==> config.mk <==
export PLATFORM = sky130hd
export DESIGN_NAME = lsu_ctrl
export DESIGN_NICKNAME = d
export VERILOG_FILES = /design/src/rtl/lsu_ctrl.sv
export SDC_FILE = /design/constraint.sdc
export NUM_CORES = 1
export LEC_CHECK = 0
export ABC_CLOCK_PERIOD_IN_PS = 2450
export CAP_MARGIN = 20
export CORE_ASPECT_RATIO = 1.1
export CORE_MARGIN = 1.5
export CORE_UTILIZATION = 54
export DETAILED_ROUTE_END_ITERATION = 8
export DONT_BUFFER_PORTS = 1
export PLACE_DENSITY = 0.69
export SETUP_SLACK_MARGIN = 0.2
export SKIP_LAST_GASP = 1
export SYNTH_ARGS = -nofsm -noshare
export SYNTH_HDL_FRONTEND = slang
export SYNTH_SLANG_ARGS = --single-unit
export TNS_END_PERCENT = 50
==> constraint.sdc <==
create_clock -name clk -period 2.45 [get_ports clk]
set_input_delay 0.49 -clock clk [delete_from_list [all_inputs] [get_ports clk]]
set_output_delay 0.49 -clock clk [all_outputs]
set_load 0.005 [all_outputs]
==> src/rtl/lsu_ctrl.sv <==
// Load/store sequencer: checks the access size and alignment, runs one request/grant/response
// bus transaction, and returns the lane-extracted, sign- or zero-extended load result.
module lsu_ctrl #(
    parameter int unsigned TIMEOUT = 16,
    parameter int unsigned CNT_W   = 5
) (
    input  logic        clk,
    input  logic        rst,
    input  logic        lsu_req,
    input  logic        mem_wren,
    input  logic [2:0]  l_length,
    input  logic        l_unsigned,
    input  logic [1:0]  s_length,
    input  logic [31:0] addr,
    input  logic [31:0] st_data,
    output logic [31:0] ld_data,
    output logic        ld_valid,
    output logic        lsu_stall,
    output logic        misalign,
    output logic        bus_err,
    output logic        bus_req,
    output logic        bus_we,
    output logic [31:0] bus_addr,
    output logic [3:0]  bus_be,
    output logic [31:0] bus_wdata,
    input  logic        bus_gnt,
    input  logic        bus_rvalid,
    input  logic [31:0] bus_rdata
);
    localparam int unsigned DW  = 32;
    localparam int unsigned BEW = DW / 8;

    typedef enum logic [1:0] {S_IDLE, S_REQ, S_WAIT, S_DONE} state_e;
    typedef enum logic [1:0] {SZ_B, SZ_H, SZ_W} size_e;

    state_e           state_q, state_d;
    logic [CNT_W-1:0] cnt_q, cnt_d;
    size_e            size_q, size_d;
    logic [1:0]       lane_q, lane_d;
    logic             uns_q, uns_d;
    logic             bus_req_q, bus_req_d;
    logic             bus_we_q, bus_we_d;
    logic [DW-1:0]    bus_addr_q, bus_addr_d;
    logic [BEW-1:0]   bus_be_q, bus_be_d;
    logic [DW-1:0]    bus_wdata_q, bus_wdata_d;
    logic [DW-1:0]    ld_data_q, ld_data_d;
    logic             ld_valid_q, ld_valid_d;
    logic             bus_err_q, bus_err_d;
    logic             misalign_q, misalign_d;

    size_e            req_size;
    logic             req_legal;
    logic             req_aligned;
    logic [BEW-1:0]   req_be;
    logic [DW-1:0]    req_wdata;
    logic [7:0]       byte_sel;
    logic [15:0]      half_sel;
    logic [DW-1:0]    rd_ext;

    // Decode the incoming request: size, legality, alignment and bus lane layout.
    always_comb begin
        req_size  = SZ_B;
        req_legal = 1'b0;
        if (mem_wren) begin
            case (s_length)
                2'b00:   begin req_size = SZ_B; req_legal = 1'b1; end
                2'b01:   begin req_size = SZ_H; req_legal = 1'b1; end
                2'b10:   begin req_size = SZ_W; req_legal = 1'b1; end
                default: ;
            endcase
        end else begin
            case (l_length)
                3'b000, 3'b100: begin req_size = SZ_B; req_legal = 1'b1; end
                3'b001, 3'b101: begin req_size = SZ_H; req_legal = 1'b1; end
                3'b010:         begin req_size = SZ_W; req_legal = 1'b1; end
                default: ;
            endcase
        end

        req_aligned = 1'b1;
        req_be      = 4'b1111;
        req_wdata   = st_data;
        case (req_size)
            SZ_B: begin
                req_be    = 4'b0001 << addr[1:0];
                req_wdata = {4{st_data[7:0]}};
            end
            SZ_H: begin
                req_aligned = ~addr[0];
                req_be      = addr[1] ? 4'b1100 : 4'b0011;
                req_wdata   = {2{st_data[15:0]}};
            end
            default: req_aligned = (addr[1:0] == 2'b00);
        endcase
    end

    // Lane extraction and extension of the returned read word.
    always_comb begin
        byte_sel = bus_rdata[{lane_q, 3'b000} +: 8];
        half_sel = bus_rdata[{lane_q[1], 4'b0000} +: 16];
        case (size_q)
            SZ_B:    rd_ext = uns_q ? {24'h0, byte_sel} : {{24{byte_sel[7]}}, byte_sel};
            SZ_H:    rd_ext = uns_q ? {16'h0, half_sel} : {{16{half_sel[15]}}, half_sel};
            default: rd_ext = bus_rdata;
        endcase
    end

    always_comb begin
        state_d     = state_q;
        cnt_d       = cnt_q;
        size_d      = size_q;
        lane_d      = lane_q;
        uns_d       = uns_q;
        bus_we_d    = bus_we_q;
        bus_addr_d  = bus_addr_q;
        bus_be_d    = bus_be_q;
        bus_wdata_d = bus_wdata_q;
        ld_data_d   = ld_data_q;
        ld_valid_d  = 1'b0;
        bus_err_d   = 1'b0;
        misalign_d  = 1'b0;

        case (state_q)
            S_IDLE: begin
                if (lsu_req && req_legal) begin
                    if (!req_aligned) begin
                        misalign_d = 1'b1;
                    end else begin
                        size_d      = req_size;
                        lane_d      = addr[1:0];
                        uns_d       = l_unsigned;
                        bus_we_d    = mem_wren;
                        bus_addr_d  = {addr[31:2], 2'b00};
                        bus_be_d    = req_be;
                        bus_wdata_d = req_wdata;
                        state_d     = S_REQ;
                    end
                end
            end
            S_REQ: begin
                if (bus_gnt) begin
                    state_d = bus_we_q ? S_DONE : S_WAIT;
                    cnt_d   = '0;
                end
            end
            S_WAIT: begin
                if (bus_rvalid) begin
                    ld_data_d  = rd_ext;
                    ld_valid_d = 1'b1;
                    state_d    = S_DONE;
                end else if (cnt_q == CNT_W'(TIMEOUT - 1)) begin
                    ld_data_d  = '0;
                    ld_valid_d = 1'b1;
                    bus_err_d  = 1'b1;
                    state_d    = S_DONE;
                end else begin
                    cnt_d = cnt_q + CNT_W'(1);
                end
            end
            default: state_d = S_IDLE;
        endcase

        bus_req_d = (state_d == S_REQ);
    end

    always_ff @(posedge clk) begin
        if (rst) begin
            state_q     <= S_IDLE;
            cnt_q       <= '0;
            size_q      <= SZ_B;
            lane_q      <= '0;
            uns_q       <= 1'b0;
            bus_req_q   <= 1'b0;
            bus_we_q    <= 1'b0;
            bus_addr_q  <= '0;
            bus_be_q    <= '0;
            bus_wdata_q <= '0;
            ld_data_q   <= '0;
            ld_valid_q  <= 1'b0;
            bus_err_q   <= 1'b0;
            misalign_q  <= 1'b0;
        end else begin
            state_q     <= state_d;
            cnt_q       <= cnt_d;
            size_q      <= size_d;
            lane_q      <= lane_d;
            uns_q       <= uns_d;
            bus_req_q   <= bus_req_d;
            bus_we_q    <= bus_we_d;
            bus_addr_q  <= bus_addr_d;
            bus_be_q    <= bus_be_d;
            bus_wdata_q <= bus_wdata_d;
            ld_data_q   <= ld_data_d;
            ld_valid_q  <= ld_valid_d;
            bus_err_q   <= bus_err_d;
            misalign_q  <= misalign_d;
        end
    end

    // Stall must rise in the accepting cycle so the PC holds before the request is issued.
    assign lsu_stall = ((state_q == S_IDLE) && lsu_req && req_legal && req_aligned)
                     || (state_q == S_REQ) || (state_q == S_WAIT);

    assign ld_data   = ld_data_q;
    assign ld_valid  = ld_valid_q;
    assign misalign  = misalign_q;
    assign bus_err   = bus_err_q;
    assign bus_req   = bus_req_q;
    assign bus_we    = bus_we_q;
    assign bus_addr  = bus_addr_q;
    assign bus_be    = bus_be_q;
    assign bus_wdata = bus_wdata_q;

endmodule
==> flow_summary.json, run 1 <==
{
  "cp.required_ns": 1.96,
  "area_delta_synth_final_pct": 12.95,
  "ff_latch_area_um2": 2307,
  "rsz0062_at_grt": "yes",
  "synth_top_area_share_pct": 45.56,
  "std_cell_rows": 36,
  "post-route-drc-count": 0,
  "cp_data_arrival_time_ns": 1.71,
  "pre_cts_slack_ns": 0.2174,
  "dr.pass1.iters": 4,
  "antenna_left": 0,
  "wl_per_cell_um": 18.26,
  "fp.dieArea_um2": 9948,
  "die_h_um": 104.5,
  "cts_tree": "yes",
  "timing.slew.headroom_pct": 65.31,
  "finalWorstSetupSlack_ns": 0.2526,
  "synth.distinct_cells": 48,
  "synth_warnings": 0,
  "clock_skew_ns": 0.007161,
  "fin_crit_ns": 2.197,
  "worstSetupEndpointType": "primary output",
  "antenna_found_initial": 0,
  "core_area_um2": 8964,
  "grt_max_degree": 94,
  "synth.ff_latch_count": 115,
  "diodes": 0,
  "totalPowerFinal_mw": 4.910,
  "start_util_pct": 56.38,
  "globalplace.congestion": 0.8044,
  "whs_ns": 0.04628,
  "status": "complete, no violations",
  "dp_hpwl_um": 8839,
  "irDropWorstVdd_mv": 0.4633,
  "multi_input_area_um2": 2535,
  "hp-class": "in2reg",
  "synth_edf_count": 0,
  "synth.cell_area_um2": 5054,
  "slew_violations": 0,
  "overflow": 0,
  "cp-start-kind": "input port",
  "synth.top_cells.by_count": "dfxtp_1, nor2_1, nand2_1",
  "setup_viol": 0,
  "tns_ns": 0,
  "clock_latency_ns": 0.51,
  "grt_use_total_pct": 24.73,
  "synthesis.instances": 567,
  "report.final.hold_viol_count": 0,
  "fmax_ghz": 0.4551,
  "power_density_nw_per_um2": 860.1,
  "seq_area_frac_synth_pct": 45.56,
  "fin_crit_sh_pct": 89.69,
  "path_clk_slew_ns": 0.06,
  "pin_count": 214,
  "cts.sinks": 115,
  "ys_top_cells_by_area": "dfxtp_1, mux2i_1, nor2_1",
  "max_cap_violations": 0,
  "crit_type": "in2out",
  "leakagePower_nw": 2.097,
  "root_buffer": "clkbuf_8",
  "synth_top_flop_cell": "dfxtp_1",
  "drt_iter0_markers": 130,
  "htree_levels": 4,
  "io_buffers": 0,
  "num_vias": 4194,
  "die_w_um": 95.24,
  "drive_gt1_share_pct": 13.07,
  "routed_wl_um": 12560,
  "fillers": 746,
  "grt_pass1_wl_um": 19280,
  "yosysMostFrequentCell": "dfxtp_1",
  "final_nets": 671,
  "cts_max_path_buffers": 2,
  "synth_area_leader_cell": "dfxtp_1",
  "cp_max_fo": 12,
  "cts_inserted_buffers": 17,
  "grt_pass1_vias": 3952,
  "async_flop_share_pct": 0,
  "max_slew.worst_pin.slew_ns": 0.5193,
  "avgSynthCellArea_um2": 8.913,
  "vias_per_cell": 6.096
}
==> final timing paths <==
kind | cells after the start | to | slack, ns | startpoint
min | 1 | ld_data[6]$_SDFFE_PP0P_ | 0.05 | rst
min reg2reg | 2 | ld_data[0]$_SDFFE_PP0P_ | 0.46 | ld_data[0]$_SDFFE_PP0P_
max reg2reg | 7 | bus_req$_SDFF_PP0_ | 0.47 | state_q[0]$_SDFF_PP0_
max | 4 | lsu_stall | 0.25 | mem_wren
==> final cells by class <==
type / instances / share of cell area (%)
multi-input combinational: 405 / 44.41
sequential: 115 / 40.42
clock buffer: 17 / 7.256
timing repair buffer: 18 / 2.806
tap: 114 / 2.499
clock inverter: 15 / 2.345
inverter: 4 / 0.2630
==> per-layer routing <==
metal	up-vias	track usage [%]	share of wire [%]
li1	2000	-	-
met1	1978	27.68	39
met2	194	41.54	49
met3	22	10.53	11
met4	0	7.889	1.5
met5	-	0	0
==> logic make-up after synthesis <==
group | synth area share (%)
AOI/OAI and AO/OA | 17.68
buffers and inverters | 4.902
DFF | 45.56
and+or+nand+nor | 18.54
other | 0.07420
muxes | 12.75
adders and majority gates | 0.4951
==> layout by cell type, fill, tap and decap left out, types with 7 or more instances in the layout <==
master / synthesis / final
a211oi_1: 10 / 10
a21oi_1: 37 / 37
a22oi_1: 8 / 8
a311oi_1: 17 / 17
a31oi_1: 9 / 9
a32o_1: 8 / 8
buf_4: 3 / 16
clkbuf_16: 0 / 16
dfxtp_1: 115 / 113
mux2_2: 9 / 9
mux2i_1: 52 / 52
nand2_1: 76 / 76
nand2b_1: 15 / 15
nor2_1: 81 / 81
nor2b_1: 7 / 7
nor3_1: 10 / 10
o21ai_0: 21 / 20
o221ai_1: 8 / 8
==> worst max-delay path, stage by stage <==
cell	delay [ns]
or4b_4	0.56
a21boi_4	0.19
a211oi_4	0.07
or3_4	0.41
==> what timing repair did <==
action | 4_1_cts | 5_1_grt
setup endpoints to repair | 1 | 3
buffers inserted | 1 | 1
hold buffers | 0 | 0
pin swaps | 3 | 4
gates resized for setup | 4 | 3
==> power breakdown <==
part | internal, mW | switching, mW
registers | 1.99 | 0.0998
logic | 0.251 | 0.322
clock network | 1.35 | 0.900
total | 3.59 | 1.32
==> stage by stage <==
| stage | std cells | utilization [%] | instance area, µm² |
|---|---|---|---|
| 6_report | 688 | 63.68 | 5708 |
| 5_1_grt | 688 | 63.68 | 5708 |
| 3_3_place_gp | 653 | 57.04 | 5112 |
| 2_1_floorplan | 568 | - | 5065 |
| 3_5_place_dp | 653 | 57.04 | 5112 |
| 4_1_cts | 686 | 63.37 | 5680 |
==> flip-flops by register name, summed over array words and instances (netlist names) <==
name and flops:
bus_be 4, size_q 2, misalign 1, bus_addr 30
lane_q 2, uns_q 1, ld_data 32, ld_valid 1
bus_we 1, bus_req 1, bus_err 1, cnt_q 5
state_q 2, bus_wdata 32
(Power assumes the default switching activity.)
==> run 2: changes to the inputs <==
--- a/config.mk
+++ b/config.mk
@@ -5,6 +5,7 @@
 export SDC_FILE = /design/constraint.sdc
 export NUM_CORES = 1
 export LEC_CHECK = 0
+export ABC_AREA = 1
 export ABC_CLOCK_PERIOD_IN_PS = 2450
 export CAP_MARGIN = 20
 export CORE_ASPECT_RATIO = 1.1
==> flow_summary.json, run 2 <==
{
  "ys_top_cells_by_area": "dfxtp_1, nand2_1, nor2_1",
  "synth_area_leader_cell": "dfxtp_1",
  "die_w_um": 100.5,
  "cp_max_fo": 5,
  "timing.slew.headroom_pct": 51.93,
  "path_clk_slew_ns": 0.05,
  "power_density_nw_per_um2": 826.3,
  "fin_crit_sh_pct": 83.28,
  "setup_viol": 0,
  "leakagePower_nw": 2.875,
  "cts_max_path_buffers": 2,
  "synth.distinct_cells": 31,
  "irDropWorstVdd_mv": 0.5029,
  "pin_count": 214,
  "synth_top_flop_cell": "dfxtp_1",
  "worstSetupEndpointType": "primary output",
  "fin_crit_ns": 2.040,
  "synth_top_area_share_pct": 40.75,
  "final_nets": 971,
  "io_buffers": 0,
  "die_h_um": 110.3,
  "routed_wl_um": 14910,
  "drt_iter0_markers": 260,
  "antenna_found_initial": 1,
  "grt_use_total_pct": 26.85,
  "globalplace.congestion": 0.9665,
  "num_vias": 5418,
  "finish.utilization_pct": 62.68,
  "synth.ff_latch_count": 115,
  "post_cts_resized": 0,
  "synth.top_cells.by_count": "nand2_1, nor2_1, dfxtp_1",
  "dr.pass1.iters": 6,
  "slew_violations": 0,
  "grt_pass1_wl_um": 23340,
  "cts_tree": "yes",
  "drive_gt1_share_pct": 7.208,
  "grt_max_degree": 55,
  "overflow": 0,
  "post_cts_buffers": 0,
  "cp-start-kind": "flop",
  "area_delta_synth_final_pct": 11.32,
  "finalInstanceArea_um2": 6289,
  "cts_hold_buffers": 0,
  "tns_ns": 0,
  "dp_hpwl_um": 10820,
  "cp_data_arrival_time_ns": 1.55,
  "htree_levels": 4,
  "max_slew.worst_pin.slew_ns": 0.7200,
  "hp-class": "in2reg",
  "fillers": 987,
  "synthesis.instances": 878,
  "cts.sinks": 115,
  "fp.dieArea_um2": 11080,
  "wl_per_cell_um": 14.69,
  "report.final.hold_viol_count": 0,
  "antenna_left": 0,
  "fmax_ghz": 0.4901,
  "clock_skew_ns": 0.007677,
  "grt_pass1_vias": 4997,
  "std_cell_rows": 38,
  "synth_edf_count": 0,
  "start_util_pct": 56.31,
  "core_area_um2": 10030,
  "crit_type": "reg2out",
  "yosysMostFrequentCell": "nand2_1",
  "synth_warnings": 0,
  "rsz0062_at_grt": "no",
  "avgSynthCellArea_um2": 6.434,
  "max_cap_violations": 0,
  "vias_per_cell": 5.338,
  "post-route-drc-count": 0,
  "clock_latency_ns": 0.50,
  "final_common_cell": "nand2_1",
  "status": "complete, no violations",
  "async_flop_share_pct": 0,
  "layout_common_cells": "nand2_1, nor2_1, dfxtp_1, inv_1, nand3_1",
  "post_dp_cell_area_um2": 5705,
  "synth.cell_area_um2": 5649,
  "seq_area_frac_synth_pct": 40.75,
  "cp.required_ns": 1.96,
  "cts_inserted_buffers": 17,
  "root_buffer": "clkbuf_8"
}
-- run 2: cell types whose count changed after synthesis, moves of 13 or more --
cell / previous run / this run
mux2i_1: 52 / 0
nand3b_1: 1 / 31
a21oi_1: 37 / 50
a311oi_1: 17 / 0
nand2b_1: 15 / 0
nand2_1: 76 / 258
nor2_1: 81 / 185
inv_1: 4 / 71
nand3_1: 5 / 52
-- run 2: stage by stage --
step | hold WS, ns | power [mW] | setup WS [ns] | cells
6_report | 0.04807 | 5.196 | 0.4097 | 1015
3_5_place_dp | 0.4557 | 2.828 | 0.3297 | 982
3_3_place_gp | 0.4452 | 2.806 | 0.4117 | 982
5_1_grt | 0.01867 | 5.468 | 0.3024 | 1015
4_1_cts | 0.02791 | 5.241 | 0.4246 | 1014
2_1_floorplan | 0.4349 | 2.697 | 0.5216 | 879
-- run 2: cell families after synthesis --
| kind of cell | share of synthesized area, % |
|---|---|
| AO/OA/AOI/OAI | 9.014 |
| adder cells (fa/ha/maj) | 0.4429 |
| buffers and inverters | 9.480 |
| flip-flops | 40.75 |
| other | 0.06638 |
| AND/OR/NAND/NOR | 40.24 |
-- run 2: metal layers --
layer,wire length (µm),up-vias,global-route usage (%),part of all wire (%)
met1,5881,2436,30.24,39
met3,1457,36,10.03,9.8
met2,7113,246,45.04,48
met5,0,-,0,0
li1,-,2700,-,-
met4,456,0,12.98,3.1
-- run 2: where the power goes --
group          switching (mW)  internal (mW)  total [mW]
combinational           0.443          0.233       0.676
sequential              0.111           2.00        2.11
clock                   0.861           1.54        2.40
-- run 2: layout make-up --
cell class / count / area (µm²) / share of cell area, %
antenna: 1 / 2.502 / 0.03979
multi-input combinational: 637 / 2826 / 44.95
inverter: 77 / 291.5 / 4.636
tap: 140 / 175.2 / 2.786
timing repair buffer: 13 / 110.1 / 1.751
clock inverter: 13 / 158.9 / 2.527
sequential: 115 / 2302 / 36.61
clock buffer: 19 / 421.7 / 6.705
-- run 2: path summary, 6_finish.rpt --
| kind | cells past startpoint | end | slack [ns] | startpoint |
|---|---|---|---|---|
| max | 4 | lsu_stall | 0.41 | state_q[1]$_SDFF_PP0_ |
| max reg2reg | 11 | cnt_q[3]$_SDFFE_PP0P_ | 0.53 | cnt_q[0]$_SDFFE_PP0P_ |
| min | 1 | ld_data[4]$_SDFFE_PP0P_ | 0.05 | rst |
| min reg2reg | 2 | cnt_q[4]$_SDFFE_PP0P_ | 0.47 | cnt_q[4]$_SDFFE_PP0P_ |
-- run 2: worst max-delay path, stage by stage (launching register included) --
cell	delay (ns)
dfxtp_1	0.36
inv_1	0.07
nor2_1	0.34
nor2_1	0.13
nand2_1	0.14
==> run 3: changes to the inputs <==
--- a/config.mk
+++ b/config.mk
@@ -6,7 +6,7 @@
 export NUM_CORES = 1
 export LEC_CHECK = 0
 export ABC_AREA = 1
-export ABC_CLOCK_PERIOD_IN_PS = 2450
+export ABC_CLOCK_PERIOD_IN_PS = 1900
 export CAP_MARGIN = 20
 export CORE_ASPECT_RATIO = 1.1
 export CORE_MARGIN = 1.5
==> constraint.sdc (replaced) <==
create_clock -name clk -period 1.9 [get_ports clk]
set_input_delay 0.38 -clock clk [delete_from_list [all_inputs] [get_ports clk]]
set_output_delay 0.38 -clock clk [all_outputs]
set_load 0.005 [all_outputs]
==> flow_summary.json, run 3 (synthesized netlist as in run 2, its figures left out) <==
{
  "crit_type": "reg2out",
  "antenna_found_initial": 1,
  "drive_gt1_share_pct": 9.594,
  "finalWorstSetupSlack_ns": 0.02889,
  "max_cap_violations": 0,
  "report.final.hold_viol_count": 0,
  "io_buffers": 0,
  "vias_per_cell": 5.247,
  "std_cell_rows": 38,
  "hp-start": "addr[1]",
  "clock_power_share_pct": 46.8,
  "hold_depth": 2,
  "seqPwrFrac_pct": 39.2,
  "leakagePower_nw": 2.988,
  "fin_crit_sh_pct": 98.48,
  "layout_common_cells": "nand2_1, nor2_1, dfxtp_1, inv_1, nand3_1",
  "reg2reg_depth": 9,
  "die_h_um": 110.3,
  "die_w_um": 100.5,
  "cp_data_arrival_time_ns": 1.49,
  "start_util_pct": 56.31,
  "antenna_left": 0,
  "pre_cts_slack_ns": 0.04907,
  "fillers": 933,
  "wl_per_cell_um": 15.18,
  "slew_violations": 0,
  "cts.sinks": 115,
  "fp.dieArea_um2": 11080,
  "grt_pass1_wl_um": 24840,
  "cp-start-kind": "flop",
  "rsz0062_at_grt": "yes",
  "cts_tree": "yes",
  "core_area_um2": 10030,
  "pin_count": 214,
  "p_sw_share_pct": 28.10,
  "finish.utilization_pct": 64.98,
  "routed_wl_um": 15590,
  "multi_input_area_um2": 2856,
  "fmax_ghz": 0.5344,
  "fin_crit_ns": 1.871,
  "grt_use_total_pct": 28.58,
  "totalPowerFinal_mw": 6.953,
  "clock_latency_ns": 0.52,
  "setup_viol": 0,
  "grt_max_degree": 50,
  "num_vias": 5389,
  "dp_cells": 985,
  "worstSetupEndpointType": "primary output",
  "power_density_nw_per_um2": 1067,
  "final_common_cell": "nand2_1",
  "grt_pass1_vias": 5082,
  "area_delta_synth_final_pct": 15.39,
  "status": "complete, no violations",
  "cp.required_ns": 1.52,
  "htree_levels": 4,
  "layoutNonFillerInstCount": 1027,
  "final_nets": 983,
  "post-route-drc-count": 0,
  "crit_start": "state_q[1]$_SDFF_PP0_",
  "hp-class": "in2reg",
  "whs_ns": 0.04036,
  "power_switching_mw": 1.954,
  "drt_iter0_markers": 260,
  "dr.pass1.iters": 5,
  "cts_inserted_buffers": 17,
  "path_clk_slew_ns": 0.06,
  "overflow": 0,
  "root_buffer": "clkbuf_8",
  "dp_hpwl_um": 10590,
  "power_frac_comb_pct": 14.0,
  "reg2reg_from": "cnt_q[0]$_SDFFE_PP0P_",
  "irDropWorstVdd_mv": 0.6762,
  "cts_max_path_buffers": 2,
  "cp_max_fo": 2,
  "ff_latch_area_um2": 2305,
  "clock_skew_ns": 0.009391,
  "p_int_mw": 4.999,
  "globalplace.congestion": 0.8927
}
==> run 3: cell count changes in the layout (fill, tap and decap cells not counted), sizes merged <==
cell         before  now
bufbuf            0    2
clkinv            7    4
inv              77   80
dlygate4sd3       0    1
buf              13   22
==> run 3: path summary, 6_finish.rpt <==
kind | endpoint | slack (ns)
worst max-delay path | lsu_stall | 0.03
worst min-delay path | lane_q[1]$_SDFFE_PP0P_ | 0.04
worst max register to register | bus_req$_SDFF_PP0_ | 0.25
worst min register to register | cnt_q[4]$_SDFFE_PP0P_ | 0.46
==> run 3: critical path, stage by stage (launching register included) <==
cell,delay (ns)
dfxtp_2,0.33
inv_2,0.06
nand4_1,0.15
a21oi_4,0.20
nand2_4,0.08
buf_12,0.13
nand2_4,0.05
==> run 3: power by group through the flow <==
stage | clock [mW] | combinational (mW) | sequential, mW
final | 3.25 | 0.976 | 2.72
after detailed placement | 0 | 0.887 | 2.77
after floorplan | 0 | 0.751 | 2.73
after global placement | 0 | 0.858 | 2.77
after global routing | 3.39 | 1.12 | 2.74
after CTS | 3.29 | 0.960 | 2.73
==> run 3: final cells by class <==
| cell class | instances | area share, % |
|---|---|---|
| inverter | 77 | 4.549 |
| clock buffer | 19 | 6.622 |
| multi-input combinational | 637 | 43.82 |
| clock inverter | 13 | 2.668 |
| antenna | 1 | 0.03839 |
| timing repair buffer | 25 | 4.261 |
| sequential | 115 | 35.36 |
| tap | 140 | 2.687 |
==> run 3: stage by stage <==
stage	setup TNS [ns]	area (µm²)
2_1_floorplan	0	5657
3_3_place_gp	0	5741
3_5_place_dp	0	5741
4_1_cts	0	6472
5_1_grt	-0.01328	6516
6_report	0	6519
==> run 3: timing repair <==
action / CTS / global route
buffers inserted: 3 / 2
pin swaps: 2 / 3
hold endpoints to repair: 40 / 0
endpoints found under the setup margin: 3 / 82
cloned: 2 / 0
hold buffers: 2 / 0
resized for setup: 5 / 11
==> run 3: layer usage <==
metal	global-route usage, %	wire length, µm
met1	33.28	6206
met2	47.91	7528
met3	9.773	1429
met4	12.58	423
met5	0	0
